[src/rtl/mem_arb_pkg.sv]
// Shared types and defaults for the fetch/data memory arbiter.
package mem_arb_pkg;

   localparam int unsigned ADDR_W_DEF  = 16;
   localparam int unsigned DATA_W_DEF  = 16;
   localparam int unsigned LATENCY_DEF = 4;

   // Latency counter width; covers the legal LATENCY range 1..15.
   localparam int unsigned CNT_W = 4;

   typedef enum logic [1:0] {
      IDLE   = 2'b00,
      ACCESS = 2'b01,
      RESP   = 2'b10
   } state_t;

   localparam logic PORT_I = 1'b0;
   localparam logic PORT_D = 1'b1;

endpackage

[src/rtl/mem_arbiter_arb_rr2.sv]
// Two-requester round-robin pick: combinational grant plus last-grant memory.
module arb_rr2
   import mem_arb_pkg::*;
(
   input  logic clk,
   input  logic rst_n,
   input  logic i_req,
   input  logic d_req,
   input  logic take,
   output logic grant_valid_c,
   output logic grant_port_c,
   output logic last_grant
);

   // Single requester wins outright; under contention the port not granted last wins.
   always_comb begin
      grant_valid_c = i_req | d_req;
      grant_port_c  = PORT_I;
      if (i_req && d_req) begin
         grant_port_c = ~last_grant;
      end else if (d_req) begin
         grant_port_c = PORT_D;
      end
   end

   // Remember the winner of each accepted grant.
   always_ff @(posedge clk or negedge rst_n) begin
      if (!rst_n) begin
         last_grant <= PORT_I;
      end else if (take) begin
         last_grant <= grant_port_c;
      end
   end

endmodule

[src/rtl/mem_arbiter.sv]
// Shares one fixed-latency single-port memory between instruction fetch and data ports.
module mem_arbiter
   import mem_arb_pkg::*;
#(
   parameter int unsigned ADDR_W  = ADDR_W_DEF,
   parameter int unsigned DATA_W  = DATA_W_DEF,
   parameter int unsigned LATENCY = LATENCY_DEF
) (
   input  logic              clk,
   input  logic              rst_n,
   input  logic              i_req,
   input  logic [ADDR_W-1:0] i_addr,
   output logic              i_ack,
   output logic [DATA_W-1:0] i_rdata,
   input  logic              d_req,
   input  logic              d_wr,
   input  logic [ADDR_W-1:0] d_addr,
   input  logic [DATA_W-1:0] d_wdata,
   output logic              d_ack,
   output logic [DATA_W-1:0] d_rdata,
   output logic              mem_enable,
   output logic              mem_wr,
   output logic [ADDR_W-1:0] mem_addr,
   output logic [DATA_W-1:0] mem_data_in,
   input  logic [DATA_W-1:0] mem_data_out,
   output logic              busy
);

   localparam logic [CNT_W-1:0] CNT_LOAD = CNT_W'(LATENCY - 1);

   // Reject latencies the counter cannot represent.
   if (LATENCY < 1 || LATENCY > 15) begin : g_bad_latency
      $error("mem_arbiter: LATENCY must be within 1..15");
   end

   state_t            state_q;
   state_t            state_d;
   logic [CNT_W-1:0]  cnt_q;
   logic [CNT_W-1:0]  cnt_d;
   logic              take;
   logic              port_q;
   logic              port_d;
   logic              wr_q;
   logic              wr_d;
   logic [ADDR_W-1:0] addr_d;
   logic [DATA_W-1:0] wdata_d;
   logic              grant_valid_c;
   logic              grant_port_c;
   logic              last_grant;
   logic              last_cycle_c;

   arb_rr2 u_arb (
      .clk           (clk),
      .rst_n         (rst_n),
      .i_req         (i_req),
      .d_req         (d_req),
      .take          (take),
      .grant_valid_c (grant_valid_c),
      .grant_port_c  (grant_port_c),
      .last_grant    (last_grant)
   );

   assign last_cycle_c = (state_q == ACCESS) && (cnt_q == '0);

   // FSM and latency counter state.
   always_ff @(posedge clk or negedge rst_n) begin
      if (!rst_n) begin
         state_q <= IDLE;
         cnt_q   <= '0;
      end else begin
         state_q <= state_d;
         cnt_q   <= cnt_d;
      end
   end

   // Next state, counter and the request fields latched at grant.
   always_comb begin
      state_d = state_q;
      cnt_d   = cnt_q;
      take    = 1'b0;
      port_d  = port_q;
      wr_d    = wr_q;
      addr_d  = mem_addr;
      wdata_d = mem_data_in;
      case (state_q)
         IDLE: begin
            if (grant_valid_c) begin
               take    = 1'b1;
               state_d = ACCESS;
               cnt_d   = CNT_LOAD;
               port_d  = grant_port_c;
               if (grant_port_c == PORT_D) begin
                  wr_d    = d_wr;
                  addr_d  = d_addr;
                  wdata_d = d_wdata;
               end else begin
                  wr_d    = 1'b0;
                  addr_d  = i_addr;
                  wdata_d = '0;
               end
            end
         end
         ACCESS: begin
            if (cnt_q == '0) begin
               state_d = RESP;
            end else begin
               cnt_d = cnt_q - CNT_W'(1);
            end
         end
         RESP: begin
            state_d = IDLE;
         end
         default: begin
            state_d = IDLE;
         end
      endcase
   end

   // Registered memory controls, acks and busy, all derived from the next state.
   always_ff @(posedge clk or negedge rst_n) begin
      if (!rst_n) begin
         port_q      <= PORT_I;
         wr_q        <= 1'b0;
         mem_addr    <= '0;
         mem_data_in <= '0;
         mem_enable  <= 1'b0;
         mem_wr      <= 1'b0;
         i_ack       <= 1'b0;
         d_ack       <= 1'b0;
         busy        <= 1'b0;
      end else begin
         port_q      <= port_d;
         wr_q        <= wr_d;
         mem_addr    <= addr_d;
         mem_data_in <= wdata_d;
         mem_enable  <= (state_d == ACCESS);
         mem_wr      <= (state_d == ACCESS) && wr_d;
         i_ack       <= (state_d == RESP) && (port_d == PORT_I);
         d_ack       <= (state_d == RESP) && (port_d == PORT_D);
         busy        <= (state_d != IDLE);
      end
   end

   // Read data captured in the last access cycle; held until that port's next read.
   always_ff @(posedge clk or negedge rst_n) begin
      if (!rst_n) begin
         i_rdata <= '0;
         d_rdata <= '0;
      end else if (last_cycle_c && !wr_q) begin
         if (port_q == PORT_I) begin
            i_rdata <= mem_data_out;
         end else begin
            d_rdata <= mem_data_out;
         end
      end
   end

endmodule

[config.mk]
export PLATFORM = sky130hd
export DESIGN_NAME = mem_arbiter
export DESIGN_NICKNAME = d
export VERILOG_FILES = /design/src/rtl/mem_arb_pkg.sv /design/src/rtl/mem_arbiter_arb_rr2.sv /design/src/rtl/mem_arbiter.sv
export SDC_FILE = /design/constraint.sdc
export NUM_CORES = 1
export LEC_CHECK = 0
export BUFFER_PORTS_ARGS = -buffer_cell sky130_fd_sc_hd__buf_2
export CAP_MARGIN = 15
export CORE_ASPECT_RATIO = 1.25
export CORE_MARGIN = 2
export CORE_UTILIZATION = 39
export DETAILED_ROUTE_END_ITERATION = 7
export HOLD_SLACK_MARGIN = 0.03
export PLACE_DENSITY = 0.68
export SLEW_MARGIN = 20
export SYNTH_ARGS = -nofsm -noshare
export SYNTH_HDL_FRONTEND = slang
export SYNTH_SLANG_ARGS = --single-unit
[constraint.sdc]
create_clock -name clk -period 2.5 [get_ports clk]
set_input_delay 0 -clock clk [delete_from_list [all_inputs] [get_ports clk]]
set_output_delay 0 -clock clk [all_outputs]
set_load 0.02 [all_outputs]
# ---- After elaboration in Yosys (flattened, before gate mapping)
# Cells that the tools add are included.
dict set report word_totals {
  reg_bits 78
  output_inout_bits 69
  wordCells 56
}
dict set report op_classes {
  add_sub_neg 1
  eq_ne 5
  n_mux 17
  bitwise_logic 4
  reduce_logical 15
}
# op count
set op_table {}
lappend op_table {{2-to-1 mux 16 bit} 2}
lappend op_table {{2-to-1 mux 1 bit} 9}
lappend op_table {{2-to-1 mux 4 bit} 2}
lappend op_table {{one-hot mux 4 bit (2 select lines)} 1}
lappend op_table {{logical AND 1 bit} 6}
lappend op_table {{AND reduction 2 bit} 3}
lappend op_table {{equality test 2 x 1 -> 1 bit, second input constant} 2}
lappend op_table {{logical NOT 4 bit} 1}
lappend op_table {{2-to-1 mux 2 bit} 2}
lappend op_table {{!= test 2 bit, second input constant} 2}
lappend op_table {{one-hot mux 2 bit (2 select lines)} 1}
lappend op_table {{nonzero test 2 bit} 2}
lappend op_table {{subtractor 4 x 1 -> 4 bit, second input constant} 1}
lappend op_table {{inverter 1 bit} 3}
lappend op_table {{AND reduction 3 bit} 1}
lappend op_table {{equality test 2 bit, second input constant} 1}
lappend op_table {{logical NOT 2 bit} 1}
lappend op_table {{logical NOT 1 bit} 1}
lappend op_table {{OR 1 bit} 1}

# ---- Depth between registers and ports, before layout
dict set report depth {
  ltp_word 6
  ltp_mapped 7
  ltp_nobuf 5
}

# ---- Modules after synthesis
# Synthesis repeated with hierarchy kept, for this count alone.
dict set report hier_totals {
  cells_unflattened 264
  hier_area_um2 3203.1
}
# mod n_inst cells_per_inst area_per_inst_um2 seq_area_each_um2
set by_module_without_submodules {}
lappend by_module_without_submodules {mem_arbiter 1 260 3145.5 1926.8}
lappend by_module_without_submodules {arb_rr2 1 4 57.6 25.0}

# ---- Worst setup path after synthesis
# Ideal clock, no wire load.
dict set report synth_timing {
  path_type {register -> register}
  from {register cnt_q[0]}
  to {register d_rdata[10]}
  arrival_time_ps 2093
  t_required_ps 2375
  slack_ps 282
  stages_incl_launch_ff 8
  n_path_buf 2
  period_less_slack_ps 2218
  cell_sequence {dfrtp_1 inv_1 ha_1 or3b_4 or4b_4 buf_6 buf_12 mux2_4}
}
dict set report synth_between {
  elab_chain_cells 4
}
# item line
set synth_lines {}
lappend synth_lines {{start: declaration} mem_arbiter.sv:38} ;# logic [CNT_W-1:0] cnt_q;
lappend synth_lines {{start signal: assignment} mem_arbiter.sv:72} ;# cnt_q <= cnt_d;
lappend synth_lines {{logical NOT 4 bit} mem_arbiter.sv:63} ;# assign last_cycle_c = (state_q == ACCESS) && (cnt_q == '0);
lappend synth_lines {{logical AND 1 bit} mem_arbiter.sv:63}
lappend synth_lines {{logical AND 1 bit} mem_arbiter.sv:149} ;# end else if (last_cycle_c && !wr_q) begin
lappend synth_lines {{AND reduction 2 bit (no line)} n/a}
lappend synth_lines {{end signal: assignment} mem_arbiter.sv:153} ;# d_rdata <= mem_data_out;
lappend synth_lines {{end: declaration} mem_arbiter.sv:20} ;# output logic [DATA_W-1:0] d_rdata,
# No other way between the ends.
# A chain may end at the register's enable or synchronous reset.

# ---- Worst setup path in the final report
dict set report layout_timing {
  from {register state_q[1]}
  to {register mem_addr[6]}
}
dict set report layout_between {
  elab_chain_cells 2
}
# item line
set layout_lines {}
lappend layout_lines {{start: declaration} mem_arbiter.sv:36} ;# state_t state_q;
lappend layout_lines {{start signal: assignment} mem_arbiter.sv:71} ;# state_q <= state_d;
lappend layout_lines {{logical NOT 2 bit} mem_arbiter.sv:85} ;# case (state_q)
lappend layout_lines {{AND reduction 2 bit (no line)} n/a}
lappend layout_lines {{end signal: assignment} mem_arbiter.sv:134} ;# mem_addr <= addr_d;
lappend layout_lines {{end: declaration} mem_arbiter.sv:23} ;# output logic [ADDR_W-1:0] mem_addr,
# No other way between the ends.

==> results.cfg <==
[worst_setup_path]
crit_path_max_fanout = 18
arrival_ns = 2.53
r2r-start = state_q[1]
required_ns = 2.73
path_class = register to register
crit_chain = nor2_1 > buf_4 > and2_1 > a31oi_1 > dlygate4sd3_1
crit_end = mem_addr[6]
worstSetupStartpointType = register
reg2reg_slack_ns = 0.20
r2r_cells = 5
cp_slowest_cell = dlygate4sd3_1
r2r-end = mem_addr[6]
slowest_delay_ns = 0.61
cp-startpoint = state_q[1]
end_kind = register

[floorplanning]
coreArea_um2 = 7880
boundaryPins = 138
rows = 36
die_h_um = 105
dieArea_um2 = 8910
start_util_pct = 40.4
chipWidth_um = 84.9

[timing]
period_needed_ns = 2.30
max_slew_margin_pct = 35.7
finalHoldViolCount = 0
max_clock_freq_mhz = 435
finalSetupViolations = 0
rsz0062_at_grt = no
tns_ns = 0
drv_slew = 0
fin_crit_sh_pct = 92.0
fin_skew_ns = 0.0130
worst_pin_slew_ns = 0.965

[pwr]
p_leak_nw = 2.39
worst_ir_drop_vdd_mv = 0.674
p_per_area_nw_per_um2 = 1240

[logic_synthesis]
synth_cell_type_count = 34
yosys_warnings = 0
synth_cells = 249
synth_area_um2 = 3190
syn_nets = 320
synth_area_leader_cell = dfrtp_1
avgSynthCellArea_um2 = 12.8
synthTopCellsByArea = dfrtp_1 61%, mux2_2 8.1%, mux2_4 4.7%, a22o_1 4.4%, nand2_1 4.1%
ys_ff_latch = 78
ys_seq_area_share_pct = 61.2
yosysTopAreaCellShare_pct = 61.2

[route]
wl_met1_um = 3350
wl_met2_um = 3940
vias = 2741
viasPerCell = 4.95
detailedRoute.firstPassIterationCount = 4
wire_per_inst_um = 14.3
dr_wl_met3_um = 483
drc = 0
antenna_left = 0
drt_wl_total_um = 7940
top_layer = met4
drt_iter0_drc = 82

[clock_tree]
cts_tree = done
clock_sinks = 78
cts_max_level = 3
post_cts_buffers = 0
clock_latency_ns = 0.35
clkTransAtPathRegs_ns = 0.08
numCtsBuffers = 9
root_buffer = clkbuf_8
clk_path_buf_depth = 2

[hold_path]
min_path_type = primary input to register

[place]
portBuffers = 137
dp_hpwl_um = 4850
gp_congestion = 0.795

[grt]
grt_overflow_total = 0
antenna_found_initial = 0
grt_pass1_vias = 2841
grt_max_degree = 79
grt_pass1_wl_um = 13100
grt_usage_pct = 18.2

[cells_and_area]
diodes = 0
fin_util_pct = 61.0
drive_gt1_share_pct = 43.6
syn2layout_area_growth_pct = 50.8
num-nets-final = 525

[outcome]
outcome = finished, final reports clean

[job]
cap_violations = 0
-- report_power, final --
group          switching (mW)  leakage, nW  internal [mW]
clock                   0.487       0.0789          0.370
sequential              0.353        0.943           1.87
combinational            1.56         1.37           1.34
total                    2.40         2.39           3.58
-- timing repair --
| item | in CTS | in global routing |
|---|---|---|
| gates resized for setup | 0 | 0 |
| endpoints found under the hold margin | 145 | 0 |
| hold buffers | 67 | 0 |
-- per-stage QoR --
step | hold slack (ns) | power (mW) | area, um^2 | std cells | worst slack (ns)
6_report | 0.252 | 5.97 | 4800 | 554 | 0.199
4_1_cts | 0.260 | 6.00 | 4800 | 554 | 0.222
3_3_place_gp | 0.207 | 4.77 | 3950 | 471 | 0.303
5_1_grt | 0.296 | 6.38 | 4800 | 554 | 0.0624
2_1_floorplan | -0.296 | 3.94 | 3190 | 249 | 0.282
3_5_place_dp | 0.219 | 4.84 | 3950 | 471 | 0.239
-- metal layers --
layer	up-vias	global-route usage (%)
met5	-	0
met3	17	4.50
met1	1322	21.5
li1	1293	-
met4	0	6.46
met2	109	31.7
-- Yosys cell counts --
| cell type | count |
|---|---|
| a22o_1 | 16 |
| nor3_2 | 1 |
| buf_12 | 1 |
| a31oi_1 | 16 |
| a21oi_1 | 19 |
| a21o_1 | 2 |
| a32o_1 | 1 |
| mux2i_1 | 2 |
| nor4_4 | 1 |
| nor3_1 | 3 |
| or2_2 | 2 |
| a21boi_1 | 1 |
| or4_1 | 1 |
| dfrtp_1 | 78 |
| and2_1 | 2 |
| or4b_4 | 1 |
| buf_2 | 1 |
| a21boi_0 | 1 |
| o21ai_0 | 3 |
| mux2_4 | 10 |
| nand2_1 | 35 |
| o22a_1 | 1 |
| mux2_2 | 23 |
| a21bo_2 | 1 |
| clkbuf_1 | 13 |
| nor3b_1 | 1 |
| and3_1 | 1 |
| ha_1 | 2 |
| nor2_1 | 3 |
| buf_6 | 1 |
| and2b_2 | 1 |
| inv_1 | 3 |
| or3b_4 | 1 |
| nand2b_1 | 1 |
-- cells in the final DEF (no fill, tap or decap) --
| cell | netlist | routed |
|---|---|---|
| and3_1 | 1 | 1 |
| buf_4 | 0 | 7 |
| a21o_1 | 2 | 2 |
| or4_1 | 1 | 1 |
| a21oi_1 | 19 | 19 |
| nor4_4 | 1 | 1 |
| mux2_2 | 23 | 23 |
| o21ai_0 | 3 | 3 |
| nor2_1 | 3 | 3 |
| nor3_1 | 3 | 3 |
| and2_1 | 2 | 2 |
| dlygate4sd3_1 | 0 | 67 |
| dfrtp_1 | 78 | 78 |
| a32o_1 | 1 | 1 |
| a21boi_0 | 1 | 1 |
| a22o_1 | 16 | 16 |
| nor3_2 | 1 | 1 |
| or2_2 | 2 | 2 |
| clkbuf_8 | 0 | 9 |
| nand2b_1 | 1 | 1 |
| a21bo_2 | 1 | 1 |
| mux2i_1 | 2 | 2 |
| ha_1 | 2 | 2 |
| inv_6 | 0 | 3 |
| a21boi_1 | 1 | 1 |
| o22a_1 | 1 | 1 |
| clkinvlp_4 | 0 | 4 |
| buf_2 | 1 | 136 |
| or4b_4 | 1 | 1 |
| a31oi_1 | 16 | 16 |
| mux2_4 | 10 | 10 |
| or3b_4 | 1 | 1 |
| inv_1 | 3 | 3 |
| nand2_1 | 35 | 35 |
| nor3b_1 | 1 | 1 |
| and2b_2 | 1 | 1 |
-- state kept, by name, summed over array words and instances (netlist names), 2 cells and up --
register	cells
i_rdata	16
mem_addr	16
state_q	2
mem_data_in	16
d_rdata	16
cnt_q	4
-- final cells by class --
class	instances	area (um^2)
sequential	78	1950
tap	95	119
inverter	3	11.3
multi-input combinational	152	1140
timing repair buffer	210	1400
clock buffer	9	124
fill	627	3080
clock inverter	7	56.3
-- cells by family after synthesis --
group                      share of synthesized area [%]
adders and majority gates                          0.785
DFF                                                 61.2
AOI/OAI and AO/OA                                   12.8
buffers and inverters                               3.02
muxes                                               13.5
and+or+nand+nor                                     8.64
-- worst min path at each step --
stage / startpoint / endpoint / slack, ns / depth (start not counted)
after floorplan: rst_n / busy / -0.30 / 0
after global placement: rst_n / d_rdata[6] / 0.21 / 1
after detailed placement: rst_n / d_rdata[6] / 0.22 / 1
after CTS: d_req / wr_q / 0.26 / 4
after global routing: d_req / mem_wr / 0.30 / 4
final: d_req / wr_q / 0.25 / 4
-- critical path, delay by kind of cell, from the launching register on --
kind	cells	cell delay [ns]
buffers and inverters	2	0.82
and+or+nand+nor	2	0.77
DFF	1	0.42
AOI/OAI and AO/OA	1	0.17
Power figures use the tool's default switching activity.
